`config.mk`:
```
export PLATFORM = sky130hd
export DESIGN_NAME = pool2_stream_tx
export DESIGN_NICKNAME = d
export VERILOG_FILES = /design/src/rtl/pool2_stream_tx.sv
export SDC_FILE = /design/constraint.sdc
export NUM_CORES = 2
export LEC_CHECK = 0
export ABC_CLOCK_PERIOD_IN_PS = 65200
export CAP_MARGIN = 30
export CORE_AREA = 3 3 388 390
export CTS_BUF_LIST = sky130_fd_sc_hd__clkbuf_4
export CTS_CLUSTER_DIAMETER = 200
export DETAILED_ROUTE_END_ITERATION = 10
export DIE_AREA = 0 0 391 393
export GPL_TIMING_DRIVEN = 0
export PLACE_DENSITY = 0.55
export SYNTH_ARGS = -nofsm -noshare
export SYNTH_HDL_FRONTEND = slang
export SYNTH_SLANG_ARGS = --single-unit
export TNS_END_PERCENT = 30
```
`constraint.sdc`:
```
create_clock -name clk -period 65.2 [get_ports clk]
set_clock_uncertainty 0.2 [all_clocks]
set_input_delay 19.56 -clock clk [delete_from_list [all_inputs] [get_ports clk]]
set_output_delay 19.56 -clock clk [all_outputs]
set_load 0.01 [all_outputs]
```
`src/rtl/pool2_stream_tx.sv`:
```
// pool2_stream_tx: captures one pool2 feature-map frame into a shadow register
// and streams it out as WORD_W-bit words over a valid/ready interface.
module pool2_stream_tx #(
  parameter int unsigned NUM_CH   = 60,
  parameter int unsigned MAP_BITS = 16,
  parameter int unsigned WORD_W   = 16,
  localparam int unsigned FRAME_W   = NUM_CH * MAP_BITS,
  localparam int unsigned NUM_WORDS = FRAME_W / WORD_W,
  localparam int unsigned IDX_W     = (NUM_WORDS > 1) ? $clog2(NUM_WORDS) : 1
) (
  input  logic               clk,
  input  logic               rst,
  input  logic               i_load,
  input  logic [0:FRAME_W-1] i_fmaps,
  output logic               o_valid,
  input  logic               i_ready,
  output logic [WORD_W-1:0]  o_data,
  output logic [IDX_W-1:0]   o_idx,
  output logic               o_last,
  output logic               o_busy,
  output logic               o_done,
  output logic               o_drop
);

  // Frame must split into whole words.
  if ((FRAME_W % WORD_W) != 0) begin : g_bad_word_w
    $error("pool2_stream_tx: NUM_CH*MAP_BITS must be a multiple of WORD_W");
  end

  localparam logic [IDX_W-1:0] LastIdx = IDX_W'(NUM_WORDS - 1);

  typedef enum logic [0:0] {StIdle, StSend} state_e;

  state_e             state_q;
  logic [0:FRAME_W-1] shadow_q;
  logic [IDX_W-1:0]   idx_q;
  logic               valid_q;
  logic               last_q;
  logic               done_q;
  logic               drop_q;
  logic [IDX_W-1:0]   idx_nxt;

  assign idx_nxt = idx_q + IDX_W'(1);

  // The current word always sits at the head (bit 0) of the shadow; each
  // transfer shifts the next word into place, so no wide output mux is needed.
  assign o_data  = shadow_q[0:WORD_W-1];
  assign o_valid = valid_q;
  assign o_busy  = valid_q;
  assign o_idx   = idx_q;
  assign o_last  = last_q;
  assign o_done  = done_q;
  assign o_drop  = drop_q;

  // Capture/stream FSM with registered handshake and status outputs.
  always_ff @(posedge clk or posedge rst) begin
    if (rst) begin
      state_q  <= StIdle;
      shadow_q <= '0;
      idx_q    <= '0;
      valid_q  <= 1'b0;
      last_q   <= 1'b0;
      done_q   <= 1'b0;
      drop_q   <= 1'b0;
    end else begin
      done_q <= 1'b0;
      drop_q <= 1'b0;
      unique case (state_q)
        StIdle: begin
          if (i_load) begin
            shadow_q <= i_fmaps;
            idx_q    <= '0;
            valid_q  <= 1'b1;
            last_q   <= (NUM_WORDS == 1);
            state_q  <= StSend;
          end
        end
        StSend: begin
          if (i_ready && last_q) begin
            done_q <= 1'b1;
            if (i_load) begin
              // Back-to-back frame: no bubble on o_valid.
              shadow_q <= i_fmaps;
              idx_q    <= '0;
              last_q   <= (NUM_WORDS == 1);
            end else begin
              idx_q   <= '0;
              valid_q <= 1'b0;
              last_q  <= 1'b0;
              state_q <= StIdle;
            end
          end else begin
            if (i_ready) begin
              shadow_q <= shadow_q << WORD_W;
              idx_q    <= idx_nxt;
              last_q   <= (idx_nxt == LastIdx);
            end
            // A load that cannot be honoured is reported, never queued.
            if (i_load) begin
              drop_q <= 1'b1;
            end
          end
        end
        default: state_q <= StIdle;
      endcase
    end
  end

endmodule

```
==> results.txt <==
worst-case reg-to-reg path depth: 6
CP bufs+invs: 1
fin cells: 7793
worst min path class: flip-flop to flip-flop
pwr dens: 26.2 mW/mm^2
post-cts resize count: 0
Post-Synthesis Cells: 4307
Synth async-reset ratio: 1.00
CTS tree: built
Worst Setup End Kind: output pin
Final Max Tran Viols: 0
Post-synth top flop: dfrtp_1
clk sinks: 971
RSZ-0062 raised after global routing: no
post-synthesis mux area share: 0.000238
die width: 391 microns
CP Data Required Time: 45440 ps
Hold Buf Count CTS: 0
footprint of the multi-input gates: 0.0158 sq mm
startpoint type of the worst setup path: flip-flop
Post-Synth Adder-Cell Area: 0.000594
Total GRT Usage: 0.249
Post-Route Setup TNS: 0 ps
First-pass DRT Iterations: 6
post-DR wirelength/cell: 25.5 microns
Site Rows: 141
htree depth: 5
Max VDD drop: 0.0000111 V
Syn Area/Cell: 9.78 sq um
slew margin rel.: 0.334
I/O pin total: 991
crit path time final: 22170 ps
Clock Root Buffer: clkbuf_4
slowest stage delay, CP: 720 ps
status: finished, final reports clean
total CTS buffers: 296
vias in the first global route: 42000
final WL: 198000 microns
setup bufs post-CTS: 0
DR iter-0 viols: 3730
I/O Buffers: 990
layout cells sized above 1: 0.105
r2r setup slk: 61790 ps
Final HPWL DP: 155000 microns
Post-synth EDFFs: 0
critical path depth in cells: 1
Worst-Margin Slew: 999 ps
fill count: 15000
endpoints failing hold: 0
Cell Chain, Critical Path: clkdlybuf4s50_1
Setup crit start: o_last
yosys warns: 0
R2R Path End: shadow_q[501]
launch point of the worst reg-to-reg path: o_last
crit share post-route: 0.340
clock latency on the worst-skew pair: 1280 ps
Post-Synth XOR/XNOR Area: 0.000832
max-cap violation count: 0
storage element area: 0.0243 sq mm
gpl congestion: 0.962
post-route cell area: 0.0583 sq mm
hold_sp: shadow_q[482]
die area: 0.154 sq mm
Post-Syn Nets: 5273
Via-to-Cell Ratio: 5.27
Initial Util: 0.286
largest net degree at the start of global routing: 123
Core Region: 0.147 sq mm
Vias: 41100
Worst Path Max Fanout: 8
Die Y: 393 microns
Lkg Pwr: 23.5 nW
GR Overflow Total: 0
Finish-stage setup viols: 0
clock buffer depth: 4
sequential element share of the synthesized area: 0.577
Synth Area in Compound Gates: 0.286
Netlist Area Pre-Place: 0.0421 sq mm
crit path kind: flip-flop to output pin
simple-gate area share of the yosys netlist: 0.0872
Layout Nets: 6570
CTS clock-pin slew for the worst setup and hold paths: 60 ps
CP arrival: 2410 ps
# DRC: 0
area grow syn2layout: 38.5%
Slowest cell on crit path: clkdlybuf4s50_1
global-route wire length before repair: 281000 microns
Placed Area: 0.0547 sq mm
Routed Antenna Nets: 0
initial antenna violation count: 102
CP top delay family: buffers and inverters
crit path capture: o_last
Placed Cells: 7236
Synth Register Bits: 971
largest family of logic cells by synthesized area: compound AO/OA/AOI/OAI gates
fmax: 45.1 MHz
count of unique library cells instantiated by Yosys: 31
==> cell usage after synthesis, types with 3 or more instances <==
| cell type | n | area share |
|---|---|---|
| nand3_1 | 3 | 0.00036 |
| xor2_1 | 3 | 0.00062 |
| buf_2 | 92 | 0.011 |
| a22o_1 | 16 | 0.0033 |
| a22oi_1 | 943 | 0.17 |
| clkbuf_1 | 273 | 0.024 |
| dfrtp_1 | 971 | 0.58 |
| buf_6 | 3 | 0.00080 |
| nand2_1 | 951 | 0.085 |
| clkbuf_2 | 10 | 0.0012 |
| o21ai_0 | 952 | 0.11 |
| inv_1 | 5 | 0.00045 |
| buf_4 | 60 | 0.011 |
==> through the flow <==
step                total power, mW  hold slack, ps  setup WS [ps]  utilization
detailed placement            0.964             270          41930        0.371
global route                   1.61             294          42810        0.395
global placement              0.961             261           5090        0.369
CTS                            1.55             283          42800        0.394
floorplan                     0.820             250          18130            -
finish                         1.53             280          43030        0.396
==> routing by layer <==
layer / GRT usage / routed length (microns) / vias to the layer above
li1: - / - / 18400
met1: 0.324 / 83200 / 20400
met2: 0.390 / 91800 / 1774
met3: 0.0635 / 15500 / 389
met4: 0.115 / 7670 / 50
met5: 0 / 336 / -
==> flip-flops by register name, indices dropped and copies added, names as in the netlist <==
name / flops
o_drop: 1
o_busy: 1
o_idx: 6
shadow_q: 960
o_last: 1
state_q: 1
o_done: 1
==> report_power, final <==
part | leakage (nW) | switching, mW | internal [mW]
clock network | 2.05 | 0.274 | 0.303
registers | 13.1 | 0.0541 | 0.672
logic | 8.36 | 0.112 | 0.116
total | 23.5 | 0.440 | 1.09
==> cell type report <==
type | count | share of cell area
antenna | 85 | 0.00365
clock buffer | 418 | 0.0538
sequential | 971 | 0.416
timing repair buffer | 999 | 0.174
clock inverter | 54 | 0.00495
tap | 1930 | 0.0414
multi-input combinational | 2891 | 0.270
buffer | 440 | 0.0347
inverter | 5 | 0.000450
==> layout by cell type (no fill, tap or decap), types with 60 or more instances in the layout <==
cell	count
a22oi_1	943
buf_2	92
buf_4	60
clkbuf_1	273
clkbuf_4	418
clkdlybuf4s50_1	990
dfrtp_1	971
diode_2	85
nand2_1	951
o21ai_0	952
==> cells by family (layout without fill, tap and decap cells) <==
kind of cell	after synthesis	after routing
xor+xnor	4	4
flops	971	971
simple gates	967	967
compound gates	1917	1917
mux	1	1
buf+inv	445	1916
other cells	0	85
fa+ha+maj	2	2
==> worst min-delay path by stage <==
| stage | depth (start not counted) | endpoint | slack, ps |
|---|---|---|---|
| CTS | 2 | shadow_q[860] | 280 |
| global route | 2 | shadow_q[895] | 290 |
| global placement | 2 | shadow_q[628] | 260 |
| detailed placement | 2 | shadow_q[559] | 270 |
| finish | 2 | shadow_q[482] | 280 |
| floorplan | 2 | shadow_q[155] | 250 |
Power figures use the tool's default switching activity.
